--- src/rtl/cpu_ctrl_pkg.sv ---
// Shared types and constants for the CPU run controller.
package cpu_ctrl_pkg;

    typedef enum logic [1:0] {
        ST_IDLE   = 2'd0,
        ST_RUN    = 2'd1,
        ST_HALTED = 2'd2
    } state_e;

    localparam logic HOST_RD = 1'b0;
    localparam logic HOST_WR = 1'b1;

endpackage

--- src/rtl/run_cycle_counter.sv ---
// Saturating RUN-cycle counter with clear/enable and a watchdog terminal match.
module run_cycle_counter
    import cpu_ctrl_pkg::*;
#(
    parameter int unsigned          CNT_W     = 16,
    parameter logic [CNT_W-1:0]     WDT_LIMIT = '1
) (
    input  logic             clk_i,
    input  logic             rst_ni,
    input  logic             clr_i,
    input  logic             en_i,
    output logic [CNT_W-1:0] count_o,
    output logic             term_o
);

    // Terminal is one below the limit: the matching cycle is the last counted RUN cycle.
    localparam logic [CNT_W-1:0] WDT_TERM = WDT_LIMIT - {{(CNT_W-1){1'b0}}, 1'b1};

    logic [CNT_W-1:0] count_q;

    // Clear wins over enable; counting stops at all-ones.
    always_ff @(posedge clk_i or negedge rst_ni) begin
        if (!rst_ni) begin
            count_q <= '0;
        end else if (clr_i) begin
            count_q <= '0;
        end else if (en_i && (count_q != '1)) begin
            count_q <= count_q + {{(CNT_W-1){1'b0}}, 1'b1};
        end
    end

    assign count_o = count_q;
    assign term_o  = (count_q == WDT_TERM);

endmodule

--- src/rtl/cpu_run_controller.sv ---
// Run control (IDLE/RUN/HALTED), watchdog and host/core data memory arbitration.
module cpu_run_controller
    import cpu_ctrl_pkg::*;
#(
    parameter int unsigned      DATA_W    = 32,
    parameter int unsigned      ADDR_W    = 32,
    parameter int unsigned      CNT_W     = 16,
    parameter logic [CNT_W-1:0] WDT_LIMIT = 16'hFFFF
) (
    input  logic              CLK,
    input  logic              Reset_n,
    input  logic              Start,
    input  logic              Stop,
    input  logic              HostValid,
    output logic              HostReady,
    input  logic              HostWrite,
    input  logic [ADDR_W-1:0] HostAddr,
    input  logic [DATA_W-1:0] HostWData,
    output logic              HostRValid,
    output logic [DATA_W-1:0] HostRData,
    input  logic              CoreHalt,
    input  logic              CoreMemRead_en,
    input  logic              CoreMemWrite_en,
    input  logic [ADDR_W-1:0] CoreAddr,
    input  logic [DATA_W-1:0] CoreWData,
    output logic              CoreRun,
    output logic [ADDR_W-1:0] MemAddr,
    output logic [DATA_W-1:0] MemWData,
    output logic              MemRead_en,
    output logic              MemWrite_en,
    input  logic [DATA_W-1:0] MemRData,
    output logic              Halt,
    output logic              Timeout,
    output logic [CNT_W-1:0]  CycleCount
);

    state_e            state_q, state_d;
    logic              timeout_q, timeout_d;
    logic              rvalid_q;
    logic [DATA_W-1:0] rdata_q;
    logic              wdt_term;
    logic              start_go;
    logic              host_acc;
    logic              host_rd;
    logic              host_wr;
    logic              in_run;

    assign in_run    = (state_q == ST_RUN);
    assign CoreRun   = in_run;
    assign Halt      = (state_q == ST_HALTED);
    assign HostReady = !in_run && !Start;
    assign host_acc  = HostValid && HostReady;
    assign host_rd   = host_acc && (HostWrite == HOST_RD);
    assign host_wr   = host_acc && (HostWrite == HOST_WR);

    // Core owns the memory while running; the host owns it otherwise.
    always_comb begin
        if (in_run) begin
            MemAddr     = CoreAddr;
            MemWData    = CoreWData;
            MemRead_en  = CoreMemRead_en && CoreRun;
            MemWrite_en = CoreMemWrite_en && CoreRun;
        end else begin
            MemAddr     = HostAddr;
            MemWData    = HostWData;
            MemRead_en  = host_rd;
            MemWrite_en = host_wr;
        end
    end

    // Next-state logic; Stop has priority over every other request.
    always_comb begin
        state_d   = state_q;
        timeout_d = timeout_q;
        start_go  = 1'b0;
        case (state_q)
            ST_IDLE: begin
                if (Start && !Stop) begin
                    state_d   = ST_RUN;
                    timeout_d = 1'b0;
                    start_go  = 1'b1;
                end
            end
            ST_RUN: begin
                if (Stop) begin
                    state_d = ST_IDLE;
                end else if (CoreHalt) begin
                    state_d = ST_HALTED;
                end else if (wdt_term) begin
                    state_d   = ST_HALTED;
                    timeout_d = 1'b1;
                end
            end
            ST_HALTED: begin
                if (Stop) begin
                    state_d = ST_IDLE;
                end else if (Start) begin
                    state_d   = ST_RUN;
                    timeout_d = 1'b0;
                    start_go  = 1'b1;
                end
            end
            default: state_d = ST_IDLE;
        endcase
    end

    // State, sticky timeout and the one-cycle host read response.
    always_ff @(posedge CLK or negedge Reset_n) begin
        if (!Reset_n) begin
            state_q   <= ST_IDLE;
            timeout_q <= 1'b0;
            rvalid_q  <= 1'b0;
            rdata_q   <= '0;
        end else begin
            state_q   <= state_d;
            timeout_q <= timeout_d;
            rvalid_q  <= host_rd;
            if (host_rd) begin
                rdata_q <= MemRData;
            end
        end
    end

    run_cycle_counter #(
        .CNT_W     (CNT_W),
        .WDT_LIMIT (WDT_LIMIT)
    ) u_cycle_cnt (
        .clk_i   (CLK),
        .rst_ni  (Reset_n),
        .clr_i   (start_go),
        .en_i    (in_run),
        .count_o (CycleCount),
        .term_o  (wdt_term)
    );

    assign HostRValid = rvalid_q;
    assign HostRData  = rdata_q;
    assign Timeout    = timeout_q;

endmodule

--- config.mk ---
export PLATFORM = sky130hd
export DESIGN_NAME = cpu_run_controller
export DESIGN_NICKNAME = d
export VERILOG_FILES = /design/src/rtl/cpu_ctrl_pkg.sv /design/src/rtl/run_cycle_counter.sv /design/src/rtl/cpu_run_controller.sv
export SDC_FILE = /design/constraint.sdc
export NUM_CORES = 1
export LEC_CHECK = 0
export CORE_AREA = 2 2 112 114
export CTS_BUF_LIST = sky130_fd_sc_hd__clkbuf_4 sky130_fd_sc_hd__clkbuf_8
export CTS_CLUSTER_SIZE = 12
export DETAILED_ROUTE_END_ITERATION = 8
export DIE_AREA = 0 0 114 116
export PLACE_DENSITY = 0.76
export SYNTH_ARGS = -nofsm -noshare
export SYNTH_HDL_FRONTEND = slang
export SYNTH_SLANG_ARGS = --single-unit
--- constraint.sdc ---
create_clock -name CLK -period 3.04 [get_ports CLK]
set_input_delay 0.608 -clock CLK [delete_from_list [all_inputs] [get_ports CLK]]
set_output_delay 0.608 -clock CLK [all_outputs]
set_load 0.005 [all_outputs]
* Word level (Yosys, flattened, before mapping) *
Index checks and enable logic that the tools add are counted.

cells by class
  eq/ne operators = 12
  bitwise logic cells = 1
  add/subtract/negate cells = 1
  muxes and demuxes = 24
  reductions and logical operators = 16

operators with widths
  operator                                        number
  two-way mux 32 bit                              2
  two-way mux 16 bit                              2
  adder 16 x 1 -> 16 bit (second input constant)  1
  == test 16 bit (second input constant)          1
  != test 16 bit (second input constant)          1
  two-way mux 2 bit                               6
  two-way mux 1 bit                               11
  != test 2 bit (second input constant)           5
  logical AND 1 bit                               8
  AND reduction 7 bit                             1
  case mux 2 bit (3 select lines)                 1
  != test 4 x 3 -> 1 bit (second input constant)  1
  logical NOT 1 bit                               3
  != test 3 bit (second input constant)           1
  case mux 1 bit (3 select lines)                 1
  AND reduction 3 bit                             1
  nonzero test 3 bit                              1
  == test 2 x 1 -> 1 bit (second input constant)  1
  == test 2 bit (second input constant)           1
  logical NOT 2 bit                               1
  != test 2 x 1 -> 1 bit (second input constant)  1
  case mux 1 bit (2 select lines)                 1
  nonzero test 2 bit                              1
  NOT 1 bit                                       1

word-level totals
  input port bits = 169
  logic and storage cells = 59
  output and inout bits = 119
  register bits = 52

* Logic depth before layout (Yosys ltp) *
Gate-level depths: netlist (run 1).

  word-level depth = 6
  gate-level depth with buffers = 7
  depth with buffers taken out = 6

* Modules after synthesis *
A second synthesis (run 1) with hierarchy kept.

second synthesis, totals
  cells, all modules = 270
  area total of the unflattened synthesis = 3261.9 um^2

by module, submodules not included
  module              cells each  area an instance (um^2)  sequential area each (um^2)  instances
  cpu_run_controller  163         2285.9                   900.9                        1
  run_cycle_counter   107         975.9                    400.4                        1

* Worst setup path before layout (run 1) *
OpenSTA, ideal clock, no wires.

  path kind = input port to output port
  start point = input Start
  end point = output MemRead_en
  buffers on the path = 2
  stages = 5
  required time = 2.432 ns
  arrival = 1.409 ns
  setup slack = 1.023 ns
  path through = nand2b_1 or3_1 buf_4 buf_6 nand2_1

on the way
  longest elaborated chain between the ends = 5

ends and longest elaborated chain
  element            line                      RTL
  start, declared    cpu_run_controller.sv:12  input logic Start,
  logical NOT 1 bit  cpu_run_controller.sv:51  assign HostReady = !in_run && !Start;
  logical AND 1 bit  cpu_run_controller.sv:51
  logical AND 1 bit  cpu_run_controller.sv:52  assign host_acc = HostValid && HostReady;
  logical AND 1 bit  cpu_run_controller.sv:53  assign host_rd = host_acc && (HostWrite == HOST_RD);
  two-way mux 1 bit  cpu_run_controller.sv:58  if (in_run) begin
  end, declared      cpu_run_controller.sv:29  output logic MemRead_en,

No other way between the ends.

* Worst setup path after layout (run 1) *
Ends and elaborated chain as after synthesis.

==> results.md, run 1 <==
- Worst hold slack: 0.2407 ns
- Standard-cell row count: 40
- Final weighted congestion in routability-driven placement: 0.8211
- Starting density of the core: 27.46%
- Number of synthesized flops with an enable pin: 0
- Top-area cell type share of the netlist area: 39.79%
- Post-synthesis cell count: 405
- CTS resizes: 0
- CTS Buffer Depth: 2
- Data required time of the critical path: 2.43 ns
- Unrepaired setup endpoints after global routing: no
- Number of filler instances in the final layout: 1107
- Vias per std cell: 4.657
- Fin util: 53.68%
- Total standard cell area after synthesis: 0.003271 mm²
- Number of global-route vias before repair: 3914
- Peak fanout along the critical path: 2
- Layout cell share with drive strength beyond 1: 8.053%
- Number of different library cells in the post-synthesis netlist: 43
- Worst slack, placed: 0.1147 ns
- Final wirelength: 12.99 mm
- I/O pin cnt: 288
- ANT cells: 0
- Clock slew at the register clock pins of the worst setup and hold paths: 0.11 ns
- GRT Overall Usage: 18.48%
- Worst-margin pin slew: 0.7075 ns
- Initial DRC Count: 193
- Number of maximum-capacitance violations: 0
- Net count after synthesis: 576
- Power, Total: 0.002545 W
- Setup TNS Final: 0 ns
- Total number of vias: 3865
- Core region area: 0.01191 mm²
- Max-slew violation count: 0
- Largest net degree at the start of global routing: 72
- Dpl hpwl: 10.57 mm
- P&R area growth vs syn: 95.49%
- Die Footprint: 0.01322 mm²
- Dominant cell by count in the synthesized netlist: nand2_1
- Library cell with the largest summed area after synthesis: dfrtp_1
- Clock tree from TritonCTS: done
- Highest clock frequency the design can meet: 344.8 MHz
- Die width: 114 µm
- Rel. slew slack: 52.83%
- Sort of element at the start of the critical path: primary input
- Leading cell types by count after synthesis: nand2_1 (209), dfrtp_1 (52), mux2_4 (28)
- Leftover overflow at the end of global routing: 0
- Launching point of the worst reg2reg path: state_q[1]
- Post-CTS setup-driven buffer insertion count: 0
- Antenna violations before repair: 0
- Hold violation count in the final report: 0
- Crit end category: primary output
- Top FF cell, synth: dfrtp_1
- Number of cells on the worst reg-to-reg path: 7
- Final period util: 95.39%
- Worst setup path startpoint: Start
- CTS sink cnt: 52
- Worst hold path type: in2async
- Number of synthesis warnings: 0
- DRC violation count after routing: 0
- Clock tree root buffer cell: clkbuf_8
- Power Density: 398.0 mW/mm²
- Arrival time worst endpoint: 2.29 ns
- Run status: finished clean
- Clock tree skew after final layout: 0.01642 ns
- Clock latency at the later pin of the worst-skew pair: 0.31 ns
- Final setup violating endpoints: 0
- Remaining antenna violation count after routing: 0
- Leading post-synthesis cells by cell area: dfrtp_1 (40%), nand2_1 (24%), mux2_4 (13%)
- Final worst-path setup slack: 0.1400 ns
- Level count of the clock H-tree: 2
- Leakage power figure: 2.894 nW
- Async set or reset register ratio after synthesis: 100.0%
- Pre-antenna DRT Iters: 4
- Peak supply drop: 0.1867 mV
- Flip-flop and latch count after synthesis: 52
- DIE HEIGHT: 116 µm
- Count of buffers from port buffering: 287
- Global-route wire length before repair: 19.71 mm
- TritonCTS buffer count: 5
- Post-DR wirelength/cell: 15.65 µm
- Hold buffer count at cts: 0
- Nets: 853
- Sequential element share of the synthesized area: 39.79%
- Synthesized area divided by synthesized cell count: 8.076 µm²
- Worst Setup Path Type: in2out
- Period minus WS final: 2.900 ns
metrics by stage:
| step | area (µm²) | std cells |
|---|---|---|
| after CTS | 6394 | 830 |
| after detailed placement | 6256 | 822 |
| after global routing | 6394 | 830 |
| after floorplan | 3271 | 405 |
| final | 6394 | 830 |
| after global placement | 6256 | 822 |
cell type report:
type / instances / area (µm²) / share of cell area [%]
Multi-Input combinational cell: 324 / 1828 / 28.59
Clock buffer: 5 / 68.82 / 1.076
Inverter: 4 / 15.01 / 0.2348
Tap cell: 147 / 183.9 / 2.877
Sequential cell: 52 / 1301 / 20.35
Clock inverter: 3 / 68.82 / 1.076
Timing Repair Buffer: 295 / 2928 / 45.79
per-layer routing:
layer	part of all wire [%]	GRT usage, %
met1	38	21.92
met2	50	31.87
met3	10	6.956
met4	1.4	4.390
met5	0	0
cell families after synthesis:
logic type	Yosys count	share of synthesized area [%]
AO/OA/AOI/OAI	30	5.968
AND/OR/NAND/NOR	253	32.67
multiplexers	39	16.37
flip-flops	52	39.79
buffers and inverters	29	4.437
adder cells (fa/ha/maj)	2	0.7650
cell usage in the layout, fill, tap and decap left out, types with 2 or more instances in the layout:
| cell type | n |
|---|---|
| a21oi_1 | 11 |
| and4_1 | 2 |
| buf_4 | 8 |
| bufinv_16 | 2 |
| clkbuf_8 | 5 |
| clkdlybuf4s50_1 | 286 |
| dfrtp_1 | 52 |
| ha_1 | 2 |
| inv_1 | 3 |
| mux2_2 | 4 |
| mux2_4 | 28 |
| mux2i_1 | 7 |
| nand2_1 | 209 |
| nand2b_1 | 3 |
| nand3_1 | 4 |
| nand4_1 | 6 |
| nand4b_1 | 2 |
| nor2_1 | 6 |
| nor3_1 | 4 |
| nor4_1 | 3 |
| o211ai_1 | 3 |
| o21ai_0 | 4 |
| o31ai_1 | 2 |
| o41ai_1 | 4 |
| or3_1 | 2 |
| or4b_1 | 2 |
worst max-delay path: stages:
cell and delay [ns]:
clkdlybuf4s50_1 0.50, nand2b_1 0.20, or3_2 0.42, nand2_1 0.07, clkdlybuf4s50_1 0.49
report_power, final:
group | switching, W | internal [W] | total, W
Combinational | 0.000342 | 0.000734 | 0.00108
Sequential | 0.0000870 | 0.000809 | 0.000896
Clock | 0.000241 | 0.000332 | 0.000573
Total | 0.000670 | 0.00187 | 0.00254
registers in the layout, summed over array words and instances, names as in the netlist:
name,count
HostRValid,1
HostRData,32
Timeout,1
state_q,2
u_cycle_cnt.count_o,16
worst paths after layout:
path,end,slack (ns)
setup / recovery,MemRead_en,0.14
hold / removal,HostRData[5],0.24
setup reg to reg,u_cycle_cnt.count_o[12],0.82
hold reg to reg,HostRData[25],0.52
max in group asynchronous,state_q[1],2.00
min in group CLK,HostRData[25],0.52
No activity file was read; power rests on OpenSTA's default activity.
==> run 2, diff against run 1 <==
--- a/config.mk
+++ b/config.mk
@@ -5,6 +5,7 @@
 export SDC_FILE = /design/constraint.sdc
 export NUM_CORES = 1
 export LEC_CHECK = 0
+export ABC_CLOCK_PERIOD_IN_PS = 3040
 export CORE_AREA = 2 2 112 114
 export CTS_BUF_LIST = sky130_fd_sc_hd__clkbuf_4 sky130_fd_sc_hd__clkbuf_8
 export CTS_CLUSTER_SIZE = 12
==> results of run 2 <==
No change in the layout: final DEF, timing and power equal those of run 1.
